## src/rtl/mem_arbiter_if.sv

```systemverilog
// Bus bundle for mem_arbiter: fetch port (1), data port (2), downstream
// memory port (P*) and the pipeline stall flags.
interface mem_arbiter_if #(
  parameter int ADDR_W = 64,
  parameter int DATA_W = 64
);
  // Fetch requester
  logic              HTRANS_1;
  logic [ADDR_W-1:0] HADDR_1;
  logic [DATA_W-1:0] HRDATA_1;
  logic              HREADY_1;
  logic              HRESP_1;
  // Data requester
  logic              HTRANS_2;
  logic [ADDR_W-1:0] HADDR_2;
  logic              HWRITE_2;
  logic [DATA_W-1:0] HWDATA_2;
  logic [DATA_W-1:0] HRDATA_2;
  logic              HREADY_2;
  logic              HRESP_2;
  // Downstream memory port
  logic              PSEL;
  logic [ADDR_W-1:0] PADDR;
  logic              PWRITE;
  logic [DATA_W-1:0] PWDATA;
  logic [DATA_W-1:0] PRDATA;
  logic              PREADY;
  // Pipeline stall flags
  logic              stall_1;
  logic              stall_2;

  // Arbiter view
  modport slave (
    input  HTRANS_1, HADDR_1,
    output HRDATA_1, HREADY_1, HRESP_1,
    input  HTRANS_2, HADDR_2, HWRITE_2, HWDATA_2,
    output HRDATA_2, HREADY_2, HRESP_2,
    output PSEL, PADDR, PWRITE, PWDATA,
    input  PRDATA, PREADY,
    output stall_1, stall_2
  );

  // Environment view (requesters + memory)
  modport master (
    output HTRANS_1, HADDR_1,
    input  HRDATA_1, HREADY_1, HRESP_1,
    output HTRANS_2, HADDR_2, HWRITE_2, HWDATA_2,
    input  HRDATA_2, HREADY_2, HRESP_2,
    input  PSEL, PADDR, PWRITE, PWDATA,
    output PRDATA, PREADY,
    input  stall_1, stall_2
  );
endinterface

```

## src/rtl/mem_arbiter.sv

```systemverilog
// mem_arbiter: shares one memory port between instruction fetch (1) and
// data access (2). Registered fixed-priority arbitration (data first) with
// a fetch-starvation guard, wait-state sequencing and a BUSY timeout.
module mem_arbiter #(
  parameter int DATA_W          = 64,
  parameter int ADDR_W          = 64,
  parameter int TIMEOUT         = 16,
  parameter int MAX_DATA_STREAK = 4
) (
  input  logic          CLK,
  input  logic          reset,
  mem_arbiter_if.slave  bus
);

  localparam int STREAK_W = $clog2(MAX_DATA_STREAK + 1);
  localparam int CNT_W    = (TIMEOUT > 2) ? $clog2(TIMEOUT) : 1;

  typedef enum logic [1:0] {IDLE, BUSY, DONE} state_t;
  typedef enum logic {OWN_FETCH, OWN_DATA} owner_t;

  state_t              state_q,   state_d;
  owner_t              owner_q,   owner_d;
  logic [STREAK_W-1:0] streak_q,  streak_d;
  logic [CNT_W-1:0]    cnt_q,     cnt_d;
  logic [ADDR_W-1:0]   paddr_q,   paddr_d;
  logic                pwrite_q,  pwrite_d;
  logic [DATA_W-1:0]   pwdata_q,  pwdata_d;
  logic [DATA_W-1:0]   hrdata1_q, hrdata1_d;
  logic                hresp1_q,  hresp1_d;
  logic [DATA_W-1:0]   hrdata2_q, hrdata2_d;
  logic                hresp2_q,  hresp2_d;

  logic                grant_fetch;
  logic                complete;
  logic                resp_err;
  logic [DATA_W-1:0]   resp_data;
  logic                hready1, hready2;

  // State and datapath registers; synchronous reset overrides everything
  always_ff @(posedge CLK) begin
    if (reset) begin
      state_q   <= IDLE;
      owner_q   <= OWN_FETCH;
      streak_q  <= '0;
      cnt_q     <= '0;
      paddr_q   <= '0;
      pwrite_q  <= 1'b0;
      pwdata_q  <= '0;
      hrdata1_q <= '0;
      hresp1_q  <= 1'b0;
      hrdata2_q <= '0;
      hresp2_q  <= 1'b0;
    end else begin
      state_q   <= state_d;
      owner_q   <= owner_d;
      streak_q  <= streak_d;
      cnt_q     <= cnt_d;
      paddr_q   <= paddr_d;
      pwrite_q  <= pwrite_d;
      pwdata_q  <= pwdata_d;
      hrdata1_q <= hrdata1_d;
      hresp1_q  <= hresp1_d;
      hrdata2_q <= hrdata2_d;
      hresp2_q  <= hresp2_d;
    end
  end

  // Next-state: arbitration in IDLE, wait/timeout handling in BUSY
  always_comb begin
    state_d     = state_q;
    owner_d     = owner_q;
    streak_d    = streak_q;
    cnt_d       = cnt_q;
    paddr_d     = paddr_q;
    pwrite_d    = pwrite_q;
    pwdata_d    = pwdata_q;
    hrdata1_d   = hrdata1_q;
    hresp1_d    = hresp1_q;
    hrdata2_d   = hrdata2_q;
    hresp2_d    = hresp2_q;
    grant_fetch = 1'b0;
    complete    = 1'b0;
    resp_err    = 1'b0;
    resp_data   = '0;

    unique case (state_q)
      IDLE: begin
        if (bus.HTRANS_1 || bus.HTRANS_2) begin
          // Fetch wins when alone, or when data has had its full streak
          grant_fetch = bus.HTRANS_1 &&
                        (!bus.HTRANS_2 || streak_q == STREAK_W'(MAX_DATA_STREAK));
          cnt_d   = '0;
          state_d = BUSY;
          if (grant_fetch) begin
            owner_d  = OWN_FETCH;
            paddr_d  = bus.HADDR_1;
            pwrite_d = 1'b0;
            pwdata_d = '0;
            streak_d = '0;
          end else begin
            owner_d  = OWN_DATA;
            paddr_d  = bus.HADDR_2;
            pwrite_d = bus.HWRITE_2;
            pwdata_d = bus.HWDATA_2;
            if (!bus.HTRANS_1) begin
              streak_d = '0;
            end else if (streak_q != STREAK_W'(MAX_DATA_STREAK)) begin
              streak_d = streak_q + STREAK_W'(1);
            end
          end
        end
      end
      BUSY: begin
        cnt_d = cnt_q + CNT_W'(1);
        // PREADY takes precedence over an expiring timeout
        if (bus.PREADY) begin
          complete  = 1'b1;
          resp_data = pwrite_q ? '0 : bus.PRDATA;
        end else if (cnt_q == CNT_W'(TIMEOUT - 1)) begin
          complete = 1'b1;
          resp_err = 1'b1;
        end
        if (complete) begin
          cnt_d   = '0;
          state_d = DONE;
          if (owner_q == OWN_FETCH) begin
            hrdata1_d = resp_data;
            hresp1_d  = resp_err;
          end else begin
            hrdata2_d = resp_data;
            hresp2_d  = resp_err;
          end
        end
      end
      DONE:    state_d = IDLE;
      default: state_d = IDLE;
    endcase
  end

  assign hready1 = (state_q == DONE) && (owner_q == OWN_FETCH);
  assign hready2 = (state_q == DONE) && (owner_q == OWN_DATA);

  assign bus.PSEL     = (state_q == BUSY);
  assign bus.PADDR    = paddr_q;
  assign bus.PWRITE   = pwrite_q;
  assign bus.PWDATA   = pwdata_q;
  assign bus.HREADY_1 = hready1;
  assign bus.HRESP_1  = hresp1_q;
  assign bus.HRDATA_1 = hrdata1_q;
  assign bus.HREADY_2 = hready2;
  assign bus.HRESP_2  = hresp2_q;
  assign bus.HRDATA_2 = hrdata2_q;
  assign bus.stall_1  = bus.HTRANS_1 & ~hready1;
  assign bus.stall_2  = bus.HTRANS_2 & ~hready2;

endmodule

```

## src/flat_wrapper.sv

```systemverilog
// flat-port wrapper written by rule: the top's interface ports become plain ports
module mem_arbiter_flat 
#(
  parameter int DATA_W          = 64,
  parameter int ADDR_W          = 64,
  parameter int TIMEOUT         = 16,
  parameter int MAX_DATA_STREAK = 4
)
  (CLK, reset, bus_HTRANS_1, bus_HADDR_1, bus_HRDATA_1, bus_HREADY_1, bus_HRESP_1, bus_HTRANS_2, bus_HADDR_2, bus_HWRITE_2, bus_HWDATA_2, bus_HRDATA_2, bus_HREADY_2, bus_HRESP_2, bus_PSEL, bus_PADDR, bus_PWRITE, bus_PWDATA, bus_PRDATA, bus_PREADY, bus_stall_1, bus_stall_2);
  mem_arbiter_if #(.ADDR_W(ADDR_W), .DATA_W(DATA_W)) bus_i ();
  input  logic CLK;
  input  logic reset;
  input wire logic [$bits(bus_i.HTRANS_1)-1:0] bus_HTRANS_1;
  input wire logic [$bits(bus_i.HADDR_1)-1:0] bus_HADDR_1;
  output wire logic [$bits(bus_i.HRDATA_1)-1:0] bus_HRDATA_1;
  output wire logic [$bits(bus_i.HREADY_1)-1:0] bus_HREADY_1;
  output wire logic [$bits(bus_i.HRESP_1)-1:0] bus_HRESP_1;
  input wire logic [$bits(bus_i.HTRANS_2)-1:0] bus_HTRANS_2;
  input wire logic [$bits(bus_i.HADDR_2)-1:0] bus_HADDR_2;
  input wire logic [$bits(bus_i.HWRITE_2)-1:0] bus_HWRITE_2;
  input wire logic [$bits(bus_i.HWDATA_2)-1:0] bus_HWDATA_2;
  output wire logic [$bits(bus_i.HRDATA_2)-1:0] bus_HRDATA_2;
  output wire logic [$bits(bus_i.HREADY_2)-1:0] bus_HREADY_2;
  output wire logic [$bits(bus_i.HRESP_2)-1:0] bus_HRESP_2;
  output wire logic [$bits(bus_i.PSEL)-1:0] bus_PSEL;
  output wire logic [$bits(bus_i.PADDR)-1:0] bus_PADDR;
  output wire logic [$bits(bus_i.PWRITE)-1:0] bus_PWRITE;
  output wire logic [$bits(bus_i.PWDATA)-1:0] bus_PWDATA;
  input wire logic [$bits(bus_i.PRDATA)-1:0] bus_PRDATA;
  input wire logic [$bits(bus_i.PREADY)-1:0] bus_PREADY;
  output wire logic [$bits(bus_i.stall_1)-1:0] bus_stall_1;
  output wire logic [$bits(bus_i.stall_2)-1:0] bus_stall_2;
  assign bus_i.HTRANS_1 = bus_HTRANS_1;
  assign bus_i.HADDR_1 = bus_HADDR_1;
  assign bus_HRDATA_1 = bus_i.HRDATA_1;
  assign bus_HREADY_1 = bus_i.HREADY_1;
  assign bus_HRESP_1 = bus_i.HRESP_1;
  assign bus_i.HTRANS_2 = bus_HTRANS_2;
  assign bus_i.HADDR_2 = bus_HADDR_2;
  assign bus_i.HWRITE_2 = bus_HWRITE_2;
  assign bus_i.HWDATA_2 = bus_HWDATA_2;
  assign bus_HRDATA_2 = bus_i.HRDATA_2;
  assign bus_HREADY_2 = bus_i.HREADY_2;
  assign bus_HRESP_2 = bus_i.HRESP_2;
  assign bus_PSEL = bus_i.PSEL;
  assign bus_PADDR = bus_i.PADDR;
  assign bus_PWRITE = bus_i.PWRITE;
  assign bus_PWDATA = bus_i.PWDATA;
  assign bus_i.PRDATA = bus_PRDATA;
  assign bus_i.PREADY = bus_PREADY;
  assign bus_stall_1 = bus_i.stall_1;
  assign bus_stall_2 = bus_i.stall_2;
  mem_arbiter #(.DATA_W(DATA_W), .ADDR_W(ADDR_W), .TIMEOUT(TIMEOUT), .MAX_DATA_STREAK(MAX_DATA_STREAK)) u_core (.CLK(CLK), .reset(reset), .bus(bus_i));
endmodule
```

## config.mk

```make
export PLATFORM = sky130hd
export DESIGN_NAME = mem_arbiter_flat
export DESIGN_NICKNAME = d
export VERILOG_FILES = /design/src/rtl/mem_arbiter_if.sv /design/src/rtl/mem_arbiter.sv /design/src/flat_wrapper.sv
export SDC_FILE = /design/constraint.sdc
export NUM_CORES = 1
export LEC_CHECK = 0
export ABC_AREA = 1
export ABC_CLOCK_PERIOD_IN_PS = 3300
export BUFFER_PORTS_ARGS = -buffer_cell sky130_fd_sc_hd__buf_2
export CAP_MARGIN = 25
export CELL_PAD_IN_SITES_DETAIL_PLACEMENT = 0
export CELL_PAD_IN_SITES_GLOBAL_PLACEMENT = 1
export CORE_AREA = 2 2 202 204
export CTS_CLUSTER_DIAMETER = 150
export CTS_CLUSTER_SIZE = 30
export DETAILED_ROUTE_END_ITERATION = 8
export DIE_AREA = 0 0 204 206
export PLACE_DENSITY_LB_ADDON = 0.2
export SLEW_MARGIN = 20
export SYNTH_ARGS = -nofsm -noshare
export SYNTH_HDL_FRONTEND = slang
export SYNTH_SLANG_ARGS = --single-unit
export TNS_END_PERCENT = 20
```

## constraint.sdc

```tcl
create_clock -name CLK -period 3.3 [get_ports CLK]
set_clock_uncertainty 0.1 [all_clocks]
set_input_delay 0.165 -clock CLK [delete_from_list [all_inputs] [get_ports CLK]]
set_output_delay 0.165 -clock CLK [all_outputs]
set_load 0.03 [all_outputs]
```

==> metrics.txt <==
status=finished, final reports clean; top-area cell type share of the netlist area=~45%; first-pass GRT wire length=between 60 and 70 mm; worst vdd ir=around 0.29 mV; DRC=0; clock transition at the registers of the reported paths=0.12 ns; cell mode on critical path=nand2_1; critical path depth=12; Post-Route WL=around 45 mm; pre-CTS setup slack=1.04 ns; layout cells sized above 1=around 22%; DIE WIDTH=about 200 um; post_cts resized=0; multi-input logic area=between 0.004 and 0.005 mm^2; static leakage=roughly 10 nW; Std-Cell Rows=74; Largest stage delay, worst path=between 0.5 and 0.6 ns; mapped cell area=around 0.012 mm^2; routability cong.=roughly 0.8; final hold vios=0; PwrDens=around 420 mW/mm^2; Slew Viols, Final=0; largest net degree at the start of global routing=130; die height=between 200 and 250 um; drt via density=about 4.3; remaining global-route overflow=0; Syn Area/Cell=~6.4 um^2; TNS Setup=0 ns; Worst setup EP type=flop; fin worst setup slack=0.577 ns; Die ar.=~0.042 mm^2; Core Util, Final=between 40 and 50%; crit path max fanout=28; Top delay family on crit path=buffers and inverters; Hold Crit Depth=4; root buf cell=clkbuf_16; Critical Path Source Type=flop; worst-skew pair later-pin latency=around 0.5 ns; most frequent cells in the layout=buf_2 (524), nand2_1 (513), nor2_1 (439), inv_1 (281), dfxtp_1 (269); CP required=~3.7 ns; initial detailed-routing violation count=702; Synth area leaders=dfxtp_1 (45%), nand2_1 (16%), nor2_1 (14%); Total GRT Usage=roughly 20%; Slew headroom=approximately a third; vias in the first global route=12699; # setup viols final=0; DR pass1 iterations=5; synth unique cells=23; RSZ-0062 raised after global routing=false; register area=0.00539 mm^2; most common cell after layout, fill and taps aside=buf_2; nets@finish=roughly 2800; crit path kind=flop to flop; Worst R2R Setup Slack=0.58 ns; vias post-DR=13246; # IOs=roughly 530; CTS Buf Count=12; Initial Util=a little under 30%; DPL Wire Length=roughly 31 mm; Critical Path AT=roughly 3.1 ns; Final Cycle Share=82.5%; per-cell routed wire length=14.4 um; Slowest-stage cell, CP=dlygate4sd3_1; ANT nets after route=0; initial antenna violation count=5; htree depth=1; CP cell instances=inv_1, ha_1, nand2_1, nand2_1, nand2_4, inv_2, buf_4, nand2_1, nand3_1, dlygate4sd3_1, nand2_1, inv_1; core area=0.0402 mm^2; post-synthesis instance total=roughly 1900; Syn Nets=2132; Warnings, synthesis=0; CTS tree=yes; FMAX=roughly 0.37 GHz; Yosys top cell by area=dfxtp_1; sequential fraction of the synthesis area=between 40% and 50%; port bufs=around 530; worst-margin pin slew=around 1 ns; Hold Crit Class=input port to flop; Fill cells=4277; Clock Sinks=269; R2R cell count=12; min Tclk post-route=between 2 and 3 ns; post-synthesis register bit count=roughly 270; crit path buf inv count=5; max-cap viol count=0; worst-case clock buffer depth=3; area added between synthesis and finish=49.1%
==> per-layer routing <==
metal  GRT usage (%)  share of wire [%]  vias to the layer above  routed length [um]
li1                -                  -                     6893                   -
met1            23.9                 42                     5888               18600
met2            34.7                 47                      387               21100
met3            4.75                6.9                       76                3070
met4            8.57                4.3                        2                1920
met5               0              0.029                        -                  13
==> kinds of logic (layout without fill, tap and decap cells) <==
group / after synthesis / count (layout) / share of synthesized area, %
and+or+nand+nor: 1099 / 1099 / 36.3
DFF: 269 / 269 / 45.1
xor gates and xnor gates: 1 / 1 / 0.0734
adders and majority gates: 3 / 3 / 0.314
buffers and inverters: 399 / 1103 / 14.2
AOI/OAI and AO/OA: 96 / 96 / 4.06
other: 0 / 4 / 0
==> layout make-up <==
type / count / share of cell area (%)
Timing Repair Buffer: 803 / 30.5
Sequential cell: 269 / 30.3
Multi-Input combinational cell: 1199 / 27.5
Inverter: 286 / 6.07
Tap cell: 532 / 3.74
Clock buffer: 14 / 1.85
Antenna cell: 4 / 0.0562
==> cell usage after synthesis (all sizes together) <==
library cell / count
nor2: 440
a21oi: 74
nand4: 5
nand2: 515
inv: 286
o21a: 2
or2: 1
ha: 3
buf: 83
nor3: 1
clkbuf: 30
xnor2: 1
dfxtp: 269
nand3: 137
o21ai: 20
==> worst min-delay path, stage by stage <==
cell and delay, ns:
buf_4 0.12, inv_4 0.24, nand2_1 0.18, nor2_1 0.03
==> worst paths after layout <==
check                                                      from                              endpoint
worst min-delay path                                      reset  u_core.bus.HRDATA_1[28]$_SDFFE_PP0P_
worst max register to register  u_core.streak_q[0]$_SDFFE_PP0P_     u_core.bus.PADDR[42]$_SDFFE_PP0P_
worst min register to register  u_core.bus.HRESP_1$_SDFFE_PP0P_       u_core.bus.HRESP_1$_SDFFE_PP0P_
worst max-delay path            u_core.streak_q[0]$_SDFFE_PP0P_     u_core.bus.PADDR[42]$_SDFFE_PP0P_
==> registers in the layout, summed over array words and instances, names as in the netlist <==
register and count:
u_core.owner_q 1, u_core.bus.HRESP_2 1, u_core.bus.HRESP_1 1, u_core.cnt_q 4, u_core.streak_q 3, u_core.bus.HRDATA_2 64, u_core.bus.PADDR 64, u_core.bus.PWDATA 64
u_core.state_q 2, u_core.bus.PWRITE 1, u_core.bus.HRDATA_1 64
==> stage by stage <==
step	power, mW	cell area, um^2	cells	hold WS, ns
3_5_place_dp	5.52	14900	2828	0.341
2_1_floorplan	4.88	11900	1867	0.226
3_3_place_gp	5.51	14900	2828	0.335
4_1_cts	7.68	17800	3103	0.224
6_report	7.56	17800	3107	0.210
5_1_grt	7.98	17800	3106	0.264
==> timing repair <==
| action | in CTS | in global routing |
|---|---|---|
| setup buffers | 0 | 0 |
| hold endpoints to repair | 259 | 0 |
| hold buffers | 261 | 0 |
==> report_power, final <==
part,internal [mW],leakage [nW],switching [mW]
Combinational,0.808,7.65,1.33
Sequential,3.48,2.20,0.124
Clock,0.721,0.161,1.10
Power figures use the tool's default switching activity.
